## config.mk

```make
export PLATFORM = sky130hd
export DESIGN_NAME = dtlb_miss_resp_flat
export DESIGN_NICKNAME = d
export VERILOG_FILES = /design/src/rtl/dtlb_miss_resp_pkg.sv /design/src/rtl/dtlb_miss_resp_if.sv /design/src/rtl/dtlb_mq_cam.sv /design/src/rtl/dtlb_miss_resp.sv /design/src/flat_wrapper.sv
export SDC_FILE = /design/constraint.sdc
export NUM_CORES = 1
export LEC_CHECK = 0
export BUFFER_PORTS_ARGS = -buffer_cell sky130_fd_sc_hd__buf_2
export CELL_PAD_IN_SITES_DETAIL_PLACEMENT = 0
export CELL_PAD_IN_SITES_GLOBAL_PLACEMENT = 1
export CORE_AREA = 5 5 170 172
export DETAILED_ROUTE_END_ITERATION = 10
export DIE_AREA = 0 0 175 177
export GPL_TIMING_DRIVEN = 0
export PLACE_DENSITY = 0.76
export SYNTH_ARGS = -nofsm -noshare
export SYNTH_HDL_FRONTEND = slang
export SYNTH_SLANG_ARGS = --single-unit
```

## constraint.sdc

```tcl
create_clock -name clk -period 2.8 [get_ports clk]
set_clock_uncertainty 0.1 [all_clocks]
set_input_delay 0.42 -clock clk [delete_from_list [all_inputs] [get_ports clk]]
set_output_delay 0.42 -clock clk [all_outputs]
set_load 0.01 [all_outputs]
```

## src/rtl/dtlb_miss_resp_pkg.sv

```systemverilog
// Shared widths and walker state encoding for the dTLB miss-response block.
package dtlb_miss_resp_pkg;

  localparam int DTLB_ADDR_WIDTH = 30;  // VA[43:14]
  localparam int DTLB_DATA_WIDTH = 64;

  typedef enum logic [1:0] {
    WALK_IDLE = 2'd0,
    WALK_REQ  = 2'd1,
    WALK_WAIT = 2'd2
  } walk_state_e;

endpackage

```

## src/rtl/dtlb_miss_resp_if.sv

```systemverilog
// Miss-request, page-walk and dTLB-fill signals of dtlb_miss_resp, grouped as one bundle.
interface dtlb_miss_resp_if
  import dtlb_miss_resp_pkg::*;
#(
  parameter int ADDR_WIDTH = DTLB_ADDR_WIDTH,
  parameter int TLB_DWIDTH = DTLB_DATA_WIDTH
);

  logic                  tlbreq_en;
  logic [ADDR_WIDTH-1:0] tlbreq_addr;
  logic                  tlbreq_ack;
  logic                  flush;
  logic                  walk_req;
  logic [ADDR_WIDTH-1:0] walk_addr;
  logic                  walk_rdy;
  logic                  walk_resp_en;
  logic [TLB_DWIDTH-1:0] walk_resp_data;
  logic                  walk_resp_fault;
  logic                  tlbfill_en;
  logic [ADDR_WIDTH-1:0] tlbfill_addr;
  logic [TLB_DWIDTH-1:0] tlbfill_data;
  logic                  tlbfill_fault;
  logic                  busy;

  modport slave (
    input  tlbreq_en, tlbreq_addr, flush, walk_rdy,
           walk_resp_en, walk_resp_data, walk_resp_fault,
    output tlbreq_ack, walk_req, walk_addr,
           tlbfill_en, tlbfill_addr, tlbfill_data, tlbfill_fault, busy
  );

  modport master (
    output tlbreq_en, tlbreq_addr, flush, walk_rdy,
           walk_resp_en, walk_resp_data, walk_resp_fault,
    input  tlbreq_ack, walk_req, walk_addr,
           tlbfill_en, tlbfill_addr, tlbfill_data, tlbfill_fault, busy
  );

endinterface

```

## src/rtl/dtlb_mq_cam.sv

```systemverilog
// Parallel page-address compare against every valid request-queue entry.
module dtlb_mq_cam #(
  parameter int DEPTH      = 4,
  parameter int ADDR_WIDTH = 30
) (
  input  logic [DEPTH-1:0]                 valid_i,
  input  logic [DEPTH-1:0][ADDR_WIDTH-1:0] addr_i,
  input  logic [ADDR_WIDTH-1:0]            key_i,
  output logic [DEPTH-1:0]                 match_o
);

  always_comb begin
    for (int i = 0; i < DEPTH; i++) begin
      match_o[i] = valid_i[i] && (addr_i[i] == key_i);
    end
  end

endmodule

```

## src/rtl/dtlb_miss_resp.sv

```systemverilog
// dTLB miss queue: merges duplicate misses, issues one page walk at a time
// and turns each walk response into a registered one-cycle dTLB fill.
module dtlb_miss_resp
  import dtlb_miss_resp_pkg::*;
#(
  parameter int DEPTH      = 4,
  parameter int ADDR_WIDTH = DTLB_ADDR_WIDTH,
  parameter int TLB_DWIDTH = DTLB_DATA_WIDTH
) (
  input logic             clk,
  input logic             rst,
  dtlb_miss_resp_if.slave mr_if
);

  localparam int PW = $clog2(DEPTH);
  localparam int CW = $clog2(DEPTH + 1);

  logic [DEPTH-1:0]                 valid_q, valid_d, issued_q, issued_d;
  logic [DEPTH-1:0][ADDR_WIDTH-1:0] addr_q;
  logic [PW-1:0]                    head_q, head_d, tail_q, tail_d;
  logic [CW-1:0]                    count_q, count_d;
  walk_state_e                      state_q, state_d;

  logic [DEPTH-1:0] match_vec;
  logic             match, full, pop, handoff, ack, alloc;

  logic                  fill_en_q, fill_fault_q;
  logic [ADDR_WIDTH-1:0] fill_addr_q;
  logic [TLB_DWIDTH-1:0] fill_data_q;

  dtlb_mq_cam #(
    .DEPTH      (DEPTH),
    .ADDR_WIDTH (ADDR_WIDTH)
  ) u_cam (
    .valid_i (valid_q),
    .addr_i  (addr_q),
    .key_i   (mr_if.tlbreq_addr),
    .match_o (match_vec)
  );

  assign match   = |match_vec;
  assign full    = (count_q == CW'(DEPTH));
  assign pop     = (state_q == WALK_WAIT) && mr_if.walk_resp_en;
  assign handoff = (state_q == WALK_REQ) && mr_if.walk_rdy;
  // Gated by rst so the combinational ack stays low throughout reset.
  assign ack     = rst && mr_if.tlbreq_en && !mr_if.flush && (match || !full || pop);
  assign alloc   = ack && !match;

  // NOTE: every always_comb target gets its default first so no path leaves it unassigned (no latch).
  always_comb begin
    valid_d  = valid_q;
    issued_d = issued_q;
    head_d   = head_q;
    tail_d   = tail_q;
    count_d  = count_q + CW'(alloc) - CW'(pop);
    if (handoff) issued_d[head_q] = 1'b1;
    if (pop) begin
      valid_d[head_q]  = 1'b0;
      issued_d[head_q] = 1'b0;
      head_d           = head_q + PW'(1);
    end
    // On a full queue with a pop, tail == head: the new entry reuses the freed slot.
    if (alloc) begin
      valid_d[tail_q]  = 1'b1;
      issued_d[tail_q] = 1'b0;
      tail_d           = tail_q + PW'(1);
    end
    // Only the head can be issued, so a flush leaves at most that one entry.
    if (mr_if.flush) begin
      valid_d  = valid_d & issued_d;
      issued_d = issued_d & valid_d;
      count_d  = CW'(valid_d[head_d]);
      tail_d   = head_d + PW'(valid_d[head_d]);
    end
  end

  always_comb begin
    state_d        = state_q;
    mr_if.walk_req = 1'b0;
    unique case (state_q)
      WALK_IDLE: if (valid_d[head_d] && !issued_d[head_d]) state_d = WALK_REQ;
      WALK_REQ: begin
        mr_if.walk_req = 1'b1;
        if (handoff)           state_d = WALK_WAIT;
        else if (mr_if.flush)  state_d = WALK_IDLE;
      end
      WALK_WAIT: if (mr_if.walk_resp_en) state_d = WALK_IDLE;
      default:   state_d = WALK_IDLE;
    endcase
  end

  // NOTE: sequential state uses non-blocking assignments so every flop samples pre-edge values.
  always_ff @(posedge clk or negedge rst) begin
    if (!rst) begin
      valid_q  <= '0;
      issued_q <= '0;
      head_q   <= '0;
      tail_q   <= '0;
      count_q  <= '0;
      state_q  <= WALK_IDLE;
    end else begin
      valid_q  <= valid_d;
      issued_q <= issued_d;
      head_q   <= head_d;
      tail_q   <= tail_d;
      count_q  <= count_d;
      state_q  <= state_d;
    end
  end

  // NOTE: the address array has no reset; valid_q qualifies every read of it.
  always_ff @(posedge clk) begin
    if (alloc) addr_q[tail_q] <= mr_if.tlbreq_addr;
  end

  always_ff @(posedge clk or negedge rst) begin
    if (!rst) begin
      fill_en_q    <= 1'b0;
      fill_fault_q <= 1'b0;
      fill_addr_q  <= '0;
      fill_data_q  <= '0;
    end else begin
      fill_en_q    <= pop;
      fill_fault_q <= pop && mr_if.walk_resp_fault;
      if (pop) begin
        fill_addr_q <= addr_q[head_q];
        fill_data_q <= mr_if.walk_resp_data;
      end
    end
  end

  assign mr_if.tlbreq_ack    = ack;
  assign mr_if.walk_addr     = addr_q[head_q];
  assign mr_if.tlbfill_en    = fill_en_q;
  assign mr_if.tlbfill_addr  = fill_addr_q;
  assign mr_if.tlbfill_data  = fill_data_q;
  assign mr_if.tlbfill_fault = fill_fault_q;
  assign mr_if.busy          = (count_q != '0) || (state_q != WALK_IDLE);

endmodule

```

## src/flat_wrapper.sv

```systemverilog
// flat-port wrapper written by rule: the top's interface ports become plain ports
module dtlb_miss_resp_flat import dtlb_miss_resp_pkg::*;
#(
  parameter int DEPTH      = 4,
  parameter int ADDR_WIDTH = DTLB_ADDR_WIDTH,
  parameter int TLB_DWIDTH = DTLB_DATA_WIDTH
)
  (clk, rst, mr_if_tlbreq_en, mr_if_tlbreq_addr, mr_if_flush, mr_if_walk_rdy, mr_if_walk_resp_en, mr_if_walk_resp_data, mr_if_walk_resp_fault, mr_if_tlbreq_ack, mr_if_walk_req, mr_if_walk_addr, mr_if_tlbfill_en, mr_if_tlbfill_addr, mr_if_tlbfill_data, mr_if_tlbfill_fault, mr_if_busy);
  dtlb_miss_resp_if #(.ADDR_WIDTH(ADDR_WIDTH), .TLB_DWIDTH(TLB_DWIDTH)) mr_if_i ();
  input logic clk;
  input logic rst;
  input wire logic [$bits(mr_if_i.tlbreq_en)-1:0] mr_if_tlbreq_en;
  input wire logic [$bits(mr_if_i.tlbreq_addr)-1:0] mr_if_tlbreq_addr;
  input wire logic [$bits(mr_if_i.flush)-1:0] mr_if_flush;
  input wire logic [$bits(mr_if_i.walk_rdy)-1:0] mr_if_walk_rdy;
  input wire logic [$bits(mr_if_i.walk_resp_en)-1:0] mr_if_walk_resp_en;
  input wire logic [$bits(mr_if_i.walk_resp_data)-1:0] mr_if_walk_resp_data;
  input wire logic [$bits(mr_if_i.walk_resp_fault)-1:0] mr_if_walk_resp_fault;
  output wire logic [$bits(mr_if_i.tlbreq_ack)-1:0] mr_if_tlbreq_ack;
  output wire logic [$bits(mr_if_i.walk_req)-1:0] mr_if_walk_req;
  output wire logic [$bits(mr_if_i.walk_addr)-1:0] mr_if_walk_addr;
  output wire logic [$bits(mr_if_i.tlbfill_en)-1:0] mr_if_tlbfill_en;
  output wire logic [$bits(mr_if_i.tlbfill_addr)-1:0] mr_if_tlbfill_addr;
  output wire logic [$bits(mr_if_i.tlbfill_data)-1:0] mr_if_tlbfill_data;
  output wire logic [$bits(mr_if_i.tlbfill_fault)-1:0] mr_if_tlbfill_fault;
  output wire logic [$bits(mr_if_i.busy)-1:0] mr_if_busy;
  assign mr_if_i.tlbreq_en = mr_if_tlbreq_en;
  assign mr_if_i.tlbreq_addr = mr_if_tlbreq_addr;
  assign mr_if_i.flush = mr_if_flush;
  assign mr_if_i.walk_rdy = mr_if_walk_rdy;
  assign mr_if_i.walk_resp_en = mr_if_walk_resp_en;
  assign mr_if_i.walk_resp_data = mr_if_walk_resp_data;
  assign mr_if_i.walk_resp_fault = mr_if_walk_resp_fault;
  assign mr_if_tlbreq_ack = mr_if_i.tlbreq_ack;
  assign mr_if_walk_req = mr_if_i.walk_req;
  assign mr_if_walk_addr = mr_if_i.walk_addr;
  assign mr_if_tlbfill_en = mr_if_i.tlbfill_en;
  assign mr_if_tlbfill_addr = mr_if_i.tlbfill_addr;
  assign mr_if_tlbfill_data = mr_if_i.tlbfill_data;
  assign mr_if_tlbfill_fault = mr_if_i.tlbfill_fault;
  assign mr_if_busy = mr_if_i.busy;
  dtlb_miss_resp #(.DEPTH(DEPTH), .ADDR_WIDTH(ADDR_WIDTH), .TLB_DWIDTH(TLB_DWIDTH)) u_core (.clk(clk), .rst(rst), .mr_if(mr_if_i));
endmodule
```

==> results.cfg <==
[logic_synthesis]
synth-simple-area-share_pct = 15.9
main_combinational_cell_family_by_area_after_synthesis = simple AND/OR/NAND/NOR gates
synth_area_um2 = 10500
synth-async-reset-ratio_pct = 48.5
synth.largest_area_cell = sky130_fd_sc_hd__edfxtp_1
synth_enable_flop_cells = 120
synth.net_count = 995
seq_area_frac_synth_pct = 61.5
synth_top_flop_cell = sky130_fd_sc_hd__edfxtp_1
synth-xor-area-share_pct = 10.0
area_share_of_fa_ha_maj_cells_after_synthesis_pct = 1.51
yosys_register_bits = 233
proportion_of_netlist_area_held_by_the_largest_area_contributor_pct = 34.4
synth_compound_area_share_pct = 2.58
mean_instance_size_in_the_synthesized_netlist_um2 = 11.9
synthCells = 882
synth_cell_type_count = 44
yosys_warnings = 0
synthTopCellsByArea = sky130_fd_sc_hd__edfxtp_1 (34%), sky130_fd_sc_hd__dfrtp_1 (27%), sky130_fd_sc_hd__nand2_1 (11%)
synthMuxAreaShare_pct = 6.46

[timing]
fmaxAchievable_ghz = 0.317
grt_setup_unrepaired = yes
period_utilisation_layout_pct = 113
setup_viol = 38
slew_viol_final = 0
finalHoldViolations = 24
worst_slack_ns = -0.351
fin_crit_ns = 3.15
rel_slew_slack_pct = 38.5
fin_tns_setup_ns = -4.85
timing.hold.ws_ns = -0.358
worst_pin_slew_ns = 0.920

[worst_setup_path]
worstPathCellList = xnor2_1 > nand4_1 > nor4_1 > a22oi_2 > and3_4 > a21oi_2 > buf_2
rr_worst_depth = 11
end_of_the_worst_register_to_register_path = u_core.count_q[1]$_DFF_PN0_
timing.critical_path.to_type = primary output
critPathKind = register to primary output
reg2reg_slack_ns = -0.24
worst-path-max-fanout = 7
crit_required_ns = 2.28
critical_path_arrival_ns = 2.63
worst_path_max_delay_cell = sky130_fd_sc_hd__nor4_1
type_of_origin_of_the_critical_path = register
timing.rr.start = u_core.valid_q[2]$_DFF_PN0_
cp_slowest_stage_delay_ns = 0.42

[global_routing]
grt_antenna_before_repair = 5
grt_pass1_wl_mm = 48.6
maximum_number_of_pins_on_one_net_before_global_route_repair = 95
first_global_vias = 8093
global_route.usage.total_pct = 20.3
gr-total-overflow = 0

[power_and_ir_drop]
power.share.switching_pct = 34.8
combinationalPowerShare_pct = 34.1
vdd.ir_drop.worst_mv = 0.582
pwr-share-clk_pct = 27.5
share_seq_of_total_power_pct = 38.3
fin_total_pwr_mw = 12.6
power.switching_mw = 4.39
leakagePower_nw = 6.03
p_int_mw = 8.22
cellPowerDensity_nw_per_um2 = 915

[detailed_routing]
detailedRoute.firstPassIterationCount = 5
route.antenna.remaining_nets = 0
dr.first_iter.drc_count = 586
detail_route.vias_per_cell = 5.11
routed-via-count = 8059
route.detailed.drc = 0
post_drt_wl_per_cell_um = 21.1
drt-total-wl_mm = 33.2

[cts]
insertion_delay_ns = 0.54
cts-root-to-sink-buffers = 3
tritoncts.num_buffers = 27
htree_levels = 1
post_cts_hold_buffer_count = 61
cts_tree = yes
clk_pin_slew_worst_paths_ns = 0.06
cts.root.buffer_cell = sky130_fd_sc_hd__clkbuf_16
cts.sink_count = 233

[outcome]
status = complete, but fails checks
failed_checks = negative hold slack, negative setup slack

[placed_design]
placed_area_um2 = 12100
post-place-ws_ns = -0.942
total_instance_count_after_detailed_placement = 1457
io_buffer_count = 228
place_hpwl_mm = 22.6
gp_congestion = 0.877

[cells_and_area]
final_layout_size_suffix_gt1_share_pct = 28.1
fin_nets = 1322
fill_cells = 2456
final-instance-count-excl-fill = 1576
syn_to_final_growth_pct = 31.9
finish.utilization_pct = 50.5
finalInstanceArea_um2 = 13800
total_inserted_antenna_cells = 0

[floorplan]
floorplan.die.height_um = 177
ios = 230
die_x_um = 175
num_rows = 61
dieArea_um2 = 31000
initial_utilization_pct = 38.3
floorplan.core_area_um2 = 27300

[run]
max-cap-violations = 0

[hold_path]
hold_class = primary input to asynchronous set/reset pin
placed cells by master, fill, tap and decap left out, types with 5 or more instances in the layout:
cell and count:
sky130_fd_sc_hd__ha_1 10, sky130_fd_sc_hd__a21oi_1 8, sky130_fd_sc_hd__o21ai_0 19, sky130_fd_sc_hd__dlygate4sd3_1 61
sky130_fd_sc_hd__buf_4 7, sky130_fd_sc_hd__buf_2 229, sky130_fd_sc_hd__dfrtp_1 113, sky130_fd_sc_hd__nand4_1 23
sky130_fd_sc_hd__clkbuf_8 7, sky130_fd_sc_hd__mux4_2 30, sky130_fd_sc_hd__and3_4 5, sky130_fd_sc_hd__nand2_1 294
sky130_fd_sc_hd__buf_6 5, sky130_fd_sc_hd__inv_1 15, sky130_fd_sc_hd__nor4_1 10, sky130_fd_sc_hd__nand3_1 9
sky130_fd_sc_hd__clkbuf_16 28, sky130_fd_sc_hd__xor2_1 37, sky130_fd_sc_hd__edfxtp_1 120, sky130_fd_sc_hd__clkbuf_1 29
sky130_fd_sc_hd__xnor2_1 83, sky130_fd_sc_hd__nor3_1 7, sky130_fd_sc_hd__nor2_1 15
metal layers:
layer,up-vias,wire length (um),GRT usage (%)
met2,372,15700,34.4
met1,3917,13900,26.9
met3,61,2710,4.46
met4,10,811,4.81
met5,-,64,0
li1,3699,-,-
cells in the mapped netlist (2+ instances only):
master	n
sky130_fd_sc_hd__nand3_1	10
sky130_fd_sc_hd__inv_1	16
sky130_fd_sc_hd__ha_1	11
sky130_fd_sc_hd__a21oi_1	10
sky130_fd_sc_hd__nor4_1	13
sky130_fd_sc_hd__o31ai_1	2
sky130_fd_sc_hd__clkbuf_1	30
sky130_fd_sc_hd__nand3b_1	2
sky130_fd_sc_hd__or2_2	2
sky130_fd_sc_hd__xor2_1	37
sky130_fd_sc_hd__a22oi_1	2
sky130_fd_sc_hd__buf_1	6
sky130_fd_sc_hd__edfxtp_1	120
sky130_fd_sc_hd__nor3_1	8
sky130_fd_sc_hd__nand2_1	294
sky130_fd_sc_hd__mux4_2	30
sky130_fd_sc_hd__o21ai_0	19
sky130_fd_sc_hd__a31oi_1	3
sky130_fd_sc_hd__o211ai_1	2
sky130_fd_sc_hd__and3_4	2
sky130_fd_sc_hd__nand4_1	23
sky130_fd_sc_hd__xnor2_1	83
sky130_fd_sc_hd__nand2b_1	2
sky130_fd_sc_hd__nor3_2	2
sky130_fd_sc_hd__nor2b_1	3
sky130_fd_sc_hd__and3_1	4
sky130_fd_sc_hd__nor3b_1	2
sky130_fd_sc_hd__or4_1	2
sky130_fd_sc_hd__nor2_1	15
sky130_fd_sc_hd__dfrtp_1	113
final cells by class:
type | instances | area (um2) | area share (%)
clock inverters | 11 | 90.1 | 0.653
multi-input cells | 599 | 3930 | 28.5
plain buffers | 36 | 203 | 1.47
well taps | 346 | 433 | 3.14
flip-flops and latches | 233 | 6430 | 46.6
inverters | 16 | 76.3 | 0.553
clock buffers | 39 | 792 | 5.74
repair buffers | 296 | 1830 | 13.3
worst max-delay path: cells and delay by family (launching register included):
family	cells	cell delay, ns
and+or+nand+nor	3	0.79
xor gates and xnor gates	1	0.41
DFF	1	0.41
buffers and inverters	1	0.15
AOI/OAI and AO/OA	2	0.34
power by group through the flow:
| stage | logic (mW) | clock network [mW] | registers (mW) |
|---|---|---|---|
| detailed placement | 4.12 | 0 | 4.90 |
| finish | 4.31 | 3.47 | 4.84 |
| floorplan | 2.02 | 0 | 5.14 |
| global route | 4.73 | 3.70 | 4.93 |
| global placement | 4.10 | 0 | 4.88 |
| CTS | 4.30 | 3.54 | 4.83 |
state kept, by name (all words and copies together), names as in the netlist, 2 cells and up:
signal	flops
u_core.addr_q	120
u_core.mr_if.tlbfill_data	64
u_core.mr_if.tlbfill_addr	30
u_core.issued_q	4
u_core.valid_q	4
u_core.count_q	3
u_core.head_q	2
u_core.state_q	2
u_core.tail_q	2
what timing repair did:
item | in CTS | in global routing
pin swaps | 6 | 5
endpoints found under the setup margin | 192 | 153
hold endpoints to repair | 81 | 20
resized for setup | 43 | 20
setup buffers | 4 | 3
gates cloned | 0 | 4
cells by family after synthesis:
kind of cell               Yosys count
and+or+nand+nor                    388
DFF                                233
xor gates and xnor gates           120
buffers and inverters               54
AOI/OAI and AO/OA                   45
muxes                               30
adders and majority gates           12
worst max-delay path by stage:
stage | start | to | slack [ns] | depth (start not counted)
2_1_floorplan | mr_if_tlbreq_addr[15] | u_core.count_q[1]$_DFF_PN0_ | 0.005 | 11
3_3_place_gp | rst | u_core.addr_q[17]$_DFFE_PP_ | -2.70 | 7
3_5_place_dp | mr_if_walk_resp_en | u_core.count_q[2]$_DFF_PN0_ | -0.94 | 13
4_1_cts | u_core.addr_q[72]$_DFFE_PP_ | mr_if_tlbreq_ack | -0.43 | 6
5_1_grt | u_core.addr_q[72]$_DFFE_PP_ | mr_if_tlbreq_ack | -0.43 | 6
6_report | u_core.addr_q[107]$_DFFE_PP_ | mr_if_tlbreq_ack | -0.35 | 7
Power figures use the tool's default switching activity.
